==> src/rtl/ysyx_22050243_pipe_pkg.sv <==
// Shared pipeline constants for the EX-stage forwarding/hazard logic.
package ysyx_22050243_pipe_pkg;

  localparam int GPR_ADDR_WIDTH  = 5;

  // Forward select encoding: 0 reads the register file, k+1 bypasses stage k.
  localparam int FWD_SEL_REGFILE = 0;

  // Bypass stage indices, youngest first.
  localparam int STG_EX_MEM      = 0;
  localparam int STG_MEM_WB      = 1;

  // Width of a forward select for a given number of bypass stages.
  function automatic int sel_width(input int num_stages);
    return $clog2(num_stages + 1);
  endfunction

endpackage

==> src/rtl/ysyx_22050243_reg_scoreboard.sv <==
// Register busy scoreboard for multi-cycle ops (mul/div). A bit is set when an
// op leaves EX, cleared when its result is written back, and wiped on flush.
// Lookups see a completing op as already done.
module ysyx_22050243_reg_scoreboard #(
  parameter int GPR_ADDR_WIDTH = 5,
  parameter int NUM_SRC        = 2,
  localparam int NREG          = 2 ** GPR_ADDR_WIDTH
) (
  input  logic                              clk,
  input  logic                              rst,
  input  logic                              mc_issue,
  input  logic [GPR_ADDR_WIDTH-1:0]         mc_rd,
  input  logic                              mc_done,
  input  logic [GPR_ADDR_WIDTH-1:0]         mc_done_rd,
  input  logic                              flush,
  input  logic [NUM_SRC*GPR_ADDR_WIDTH-1:0] look_rs,
  output logic [NUM_SRC-1:0]                look_busy
);

  logic [NREG-1:0] busy_q;
  logic [NREG-1:0] busy_d;

  // Next busy state: clear on done, then set on issue so a new op to the same
  // register wins; flush overrides both. x0 is never busy.
  always_comb begin
    // NOTE: every combinational output gets a default first so no path leaves it unassigned (no latch).
    busy_d = busy_q;
    if (mc_done) begin
      busy_d[mc_done_rd] = 1'b0;
    end
    if (mc_issue && (mc_rd != '0)) begin
      busy_d[mc_rd] = 1'b1;
    end
    if (flush) begin
      busy_d = '0;
    end
    busy_d[0] = 1'b0;
  end

  // Busy register with synchronous reset.
  always_ff @(posedge clk) begin
    // NOTE: the busy array is control state, so it is reset explicitly; a stale bit would stall forever.
    if (rst) begin
      busy_q <= '0;
    end else begin
      // NOTE: sequential state uses non-blocking assignment so all flops update from pre-edge values.
      busy_q <= busy_d;
    end
  end

  // Per-source lookup with write-back bypass: a bit clearing this cycle is not busy.
  always_comb begin
    look_busy = '0;
    for (int s = 0; s < NUM_SRC; s++) begin
      look_busy[s] = busy_q[look_rs[s*GPR_ADDR_WIDTH +: GPR_ADDR_WIDTH]] &&
                     !(mc_done &&
                       (mc_done_rd == look_rs[s*GPR_ADDR_WIDTH +: GPR_ADDR_WIDTH]));
    end
  end

endmodule

==> src/rtl/ysyx_22050243_fwd_hazard.sv <==
// EX-stage forwarding and hazard unit: per-source bypass select over the
// bypass stages (youngest wins), load-use bubble, and a multi-cycle busy
// scoreboard. Also counts stall cycles for performance monitoring.
module ysyx_22050243_fwd_hazard
  import ysyx_22050243_pipe_pkg::FWD_SEL_REGFILE;
  import ysyx_22050243_pipe_pkg::sel_width;
#(
  parameter int  GPR_ADDR_WIDTH = ysyx_22050243_pipe_pkg::GPR_ADDR_WIDTH,
  parameter int  NUM_SRC        = 2,
  parameter int  NUM_STAGES     = 2,
  parameter int  CNT_W          = 32,
  localparam int SEL_W          = sel_width(NUM_STAGES)
) (
  input  logic                                 clk,
  input  logic                                 rst,
  input  logic [NUM_SRC*GPR_ADDR_WIDTH-1:0]    ex_rs,
  input  logic                                 id_valid,
  input  logic [NUM_SRC*GPR_ADDR_WIDTH-1:0]    id_rs,
  input  logic [NUM_SRC-1:0]                   id_rs_used,
  input  logic [NUM_STAGES*GPR_ADDR_WIDTH-1:0] stg_rd,
  input  logic [NUM_STAGES-1:0]                stg_reg_w,
  input  logic                                 ex_is_load,
  input  logic [GPR_ADDR_WIDTH-1:0]            ex_rd,
  input  logic                                 ex_reg_w,
  input  logic                                 mc_issue,
  input  logic [GPR_ADDR_WIDTH-1:0]            mc_rd,
  input  logic                                 mc_done,
  input  logic [GPR_ADDR_WIDTH-1:0]            mc_done_rd,
  input  logic                                 flush,
  output logic [NUM_SRC*SEL_W-1:0]             fwd_sel,
  output logic                                 stall_id,
  output logic [CNT_W-1:0]                     stall_cnt
);

  localparam int W = GPR_ADDR_WIDTH;

  logic [NUM_STAGES-1:0] stg_hit [NUM_SRC];
  logic [NUM_SRC-1:0]    lu_src;
  logic [NUM_SRC-1:0]    sb_busy;
  logic                  lu_hit;
  logic                  sb_hit;

  for (genvar s = 0; s < NUM_SRC; s++) begin : g_src
    logic [SEL_W-1:0] sel;

    // A stage can bypass only if it writes a non-zero register matching the source.
    for (genvar k = 0; k < NUM_STAGES; k++) begin : g_stg
      assign stg_hit[s][k] = stg_reg_w[k] &&
                             (stg_rd[k*W +: W] != '0) &&
                             (stg_rd[k*W +: W] == ex_rs[s*W +: W]);
    end

    // Priority select: scan oldest to youngest so the youngest hit is left standing.
    always_comb begin
      sel = SEL_W'(FWD_SEL_REGFILE);
      for (int k = NUM_STAGES - 1; k >= 0; k--) begin
        if (stg_hit[s][k]) begin
          sel = SEL_W'(k + 1);
        end
      end
    end

    assign fwd_sel[s*SEL_W +: SEL_W] = sel;

    // ID source reads the register the load in EX is about to produce.
    assign lu_src[s] = id_rs_used[s] && (id_rs[s*W +: W] == ex_rd);
  end

  assign lu_hit = ex_is_load && ex_reg_w && (ex_rd != '0) && (|lu_src);
  assign sb_hit = |(id_rs_used & sb_busy);

  ysyx_22050243_reg_scoreboard #(
    .GPR_ADDR_WIDTH (GPR_ADDR_WIDTH),
    .NUM_SRC        (NUM_SRC)
  ) u_scoreboard (
    .clk        (clk),
    .rst        (rst),
    .mc_issue   (mc_issue),
    .mc_rd      (mc_rd),
    .mc_done    (mc_done),
    .mc_done_rd (mc_done_rd),
    .flush      (flush),
    .look_rs    (id_rs),
    .look_busy  (sb_busy)
  );

  // Stall only a valid ID instruction, and never while reset is applied.
  always_comb begin
    stall_id = !rst && id_valid && (lu_hit || sb_hit);
  end

  // Stall cycle counter, wraps naturally at full scale.
  always_ff @(posedge clk) begin
    if (rst) begin
      stall_cnt <= '0;
    end else if (stall_id) begin
      stall_cnt <= stall_cnt + CNT_W'(1);
    end
  end

endmodule

==> config.mk <==
export PLATFORM = sky130hd
export DESIGN_NAME = ysyx_22050243_fwd_hazard
export DESIGN_NICKNAME = d
export VERILOG_FILES = /design/src/rtl/ysyx_22050243_pipe_pkg.sv /design/src/rtl/ysyx_22050243_reg_scoreboard.sv /design/src/rtl/ysyx_22050243_fwd_hazard.sv
export SDC_FILE = /design/constraint.sdc
export NUM_CORES = 1
export LEC_CHECK = 0
export CELL_PAD_IN_SITES_DETAIL_PLACEMENT = 0
export CELL_PAD_IN_SITES_GLOBAL_PLACEMENT = 1
export CORE_UTILIZATION = 40
export CTS_CLUSTER_DIAMETER = 60
export DETAILED_ROUTE_END_ITERATION = 8
export PLACE_DENSITY = 0.95
export SLEW_MARGIN = 20
export SYNTH_ARGS = -nofsm -noshare
export SYNTH_HDL_FRONTEND = slang
export SYNTH_SLANG_ARGS = --single-unit
==> constraint.sdc <==
create_clock -name clk -period 5.4 [get_ports clk]
set_clock_uncertainty 0.15 [all_clocks]
set_input_delay 1.08 -clock clk [delete_from_list [all_inputs] [get_ports clk]]
set_output_delay 1.08 -clock clk [all_outputs]
set_load 0.005 [all_outputs]
==> flow_metrics.py <==
metrics = {
    "logic_synthesis": {
        "muxShareOfSynthArea_pct": 9.80,
        "synth-compound-area-share_pct": 20.2,
        "ys_seq_area_share_pct": 31.3,
        "synthXorXnorAreaFrac_pct": 8.68,
        "syn_inst": 481,
        "yosys.area_share.simple_pct": 24.4,
        "yosysWarnings": 0,
        "synthFlopType": "dfxtp_1",
        "synth-edff-count": 0,
        "syn-num-nets": 539,
        "synth_top_family_by_area": "simple AND/OR/NAND/NOR gates",
        "ys_async_sr_fraction_pct": 0,
        "avgSynthCellArea_sq_um": 8.39,
        "netlist_area_sq_mm": 0.00403,
        "synth.distinct_cells": 46,
        "synth_seq_cells": 63,
        "synthAdderAreaFrac_pct": 0.310,
    },
    "sta": {
        "worst_pin_slew_ns": 1.00,
        "hold_violations": 0,
        "slew_violations": 0,
        "setup_tns_ns": 0,
        "rsz0062_at_grt": "false",
        "fin_crit_sh_pct": 94.0,
        "slew_headroom_pct": 33.1,
        "period_minus_slack_ns": 5.08,
        "timing.fmax_mhz": 197,
        "setup_viol": 0,
    },
    "power_and_ir_drop": {
        "power.switching_mw": 0.277,
        "intPower_mw": 0.864,
        "ir_drop_mv": 0.183,
        "p_seq_share_pct": 41.0,
        "swShare_pct": 24.3,
        "powerDensity_mw_per_mm2": 218,
        "power_frac_comb_pct": 14.6,
        "p_leak_nw": 1.64,
        "power_mw": 1.14,
        "power_frac_clock_pct": 44.4,
    },
    "clock_tree": {
        "root_buffer": "clkbuf_8",
        "htree_num_levels": 3,
        "insertion_delay_ns": 0.34,
        "postCtsSetupRepairBufs": 0,
        "clock-sinks": 63,
        "numCtsBuffers": 9,
        "cts_resized": 0,
        "clkTransAtPathRegs_ns": 0.07,
        "cts_tree": "built",
        "ctsHoldBuffers": 0,
        "clk_path_buf_depth": 2,
    },
    "worst_hold_path": {
        "hp-class": "flip-flop to flip-flop",
        "hold_depth": 1,
        "min_to": "stall_cnt[31]",
        "worstHoldStart": "stall_cnt[31]",
    },
    "global_route": {
        "grt_pass1_vias": 3966,
        "grt_overflow": 0,
        "grt_pass1_wl_um": 18800,
        "antenna_found_initial": 0,
        "track_usage_pct": 22.6,
        "grt_max_degree": 63,
    },
    "floorplan": {
        "start_util_pct": 41.3,
        "die_w_um": 102,
        "die-area_sq_mm": 0.0105,
        "die_h_um": 102,
        "io_pins": 94,
        "core-area_sq_mm": 0.00977,
        "std_cell_rows": 36,
    },
    "routing": {
        "drtIter0Drc": 213,
        "viasPerCell": 5.84,
        "ant_nets": 0,
        "drt_first_pass_iters": 5,
        "wl_um": 11400,
        "drcViolationCount": 0,
        "num_vias": 4073,
        "drt-wirelength-per-cell_um": 16.3,
    },
    "setup_path": {
        "rr_startpoint": "u_scoreboard.busy_q[17]",
        "critical_path_class": "primary input to output port",
        "start_kind": "primary input",
        "required_ns": 4.17,
        "r2r_cells": 8,
        "rr_endpoint": "stall_cnt[17]",
        "critical_path_arrival_ns": 3.85,
        "critical_path.max_fanout": 11,
        "cp-end-kind": "output port",
        "reg2reg_setup_slack_ns": 2.63,
    },
    "finish": {
        "antenna_cells": 0,
        "final_area_sq_mm": 0.00524,
        "final_common_cell": "clkdlybuf4s50_1",
        "final_nets": 618,
        "area_delta_synth_final_pct": 29.9,
        "drive_above_1_share_pct": 7.61,
        "layout_common_cells": "clkdlybuf4s50_1 (93), a21oi_1 (63), dfxtp_1 (63), nand2_1 (47), o21ai_0 (38)",
    },
    "placed_design": {
        "dpl_cell_area_sq_mm": 0.00499,
        "dp_hpwl_um": 8200,
        "io_buffers": 93,
        "gp_congestion": 0.919,
    },
    "flow_run": {
        "maxCapViolations": 0,
    },
    "outcome": {
        "status": "finished, final reports clean",
    },
}
[cell families after synthesis]
group,count (synthesis)
adder cells (fa/ha/maj),1
XOR/XNOR,40
buffers and inverters,39
AO/OA/AOI/OAI,140
flip-flops,63
multiplexers,24
AND/OR/NAND/NOR,174
[worst max path at each step]
stage | startpoint | to | cells after the start
6_report | id_rs[1] | stall_id | 9
5_1_grt | id_rs[1] | stall_id | 8
4_1_cts | id_rs[1] | stall_id | 8
3_5_place_dp | id_rs[1] | stall_id | 8
3_3_place_gp | id_rs[1] | stall_id | 8
2_1_floorplan | id_rs[1] | stall_id | 9
[final cells by class]
type                    count  area, sq um
fillers                   904         4530
multi-input cells         379         2560
flip-flops and latches     63         1260
repair buffers             99          976
well taps                 133          166
clock buffers              11          141
clock inverters             5          105
inverters                   8         30.0
[per-layer routing]
metal	global-route usage (%)	up-vias	routed length (um)
met5	0	-	0
met2	39.0	166	5490
met3	5.13	21	932
li1	-	1971	-
met4	8.57	0	177
met1	27.3	1915	4810
[worst max-delay path, stage by stage]
cell	delay, ns
clkdlybuf4s50_1	0.84
buf_4	0.24
mux2_2	0.33
o22ai_1	0.15
nor4b_1	0.08
nor4_1	0.37
o211a_4	0.24
nor3_1	0.05
clkdlybuf4s50_1	0.46
[flip-flops by register name (all words and copies together), names as in the netlist]
signal / flops
stall_cnt: 32
u_scoreboard.busy_q: 31
[power by group through the flow]
stage / sequential [mW] / combinational [mW] / clock, mW
floorplan: 0.478 / 0.0943 / 0
global placement: 0.479 / 0.160 / 0
detailed placement: 0.479 / 0.165 / 0
CTS: 0.468 / 0.166 / 0.513
global route: 0.468 / 0.179 / 0.538
finish: 0.468 / 0.166 / 0.507
[cell usage after synthesis, types with 7 or more instances]
cell,instances,share of area [%]
clkbuf_1,15,1.4
o21ai_0,38,4.7
xnor2_1,18,3.9
inv_1,8,0.74
dfxtp_1,63,31
nand2_1,47,4.4
nand4_1,8,1.2
mux2_2,9,2.5
a21oi_1,63,7.8
and3_1,9,1.4
xor2_1,22,4.8
o31ai_1,26,4.8
or4_1,31,5.8
nor4_1,7,1.1
nor2_1,11,1.0
nand3_1,20,2.5
[per-stage QoR]
| step | hold WS (ns) | instances | worst slack, ns | util, % |
|---|---|---|---|---|
| floorplan | 0.307 | 481 | 1.34 | - |
| global placement | 0.302 | 682 | 0.392 | 51.1 |
| detailed placement | 0.318 | 682 | 0.338 | 51.1 |
| CTS | 0.333 | 698 | 0.326 | 53.6 |
| global route | 0.345 | 698 | 0.160 | 53.6 |
| finish | 0.334 | 698 | 0.323 | 53.6 |
Power figures use the tool's default switching activity.
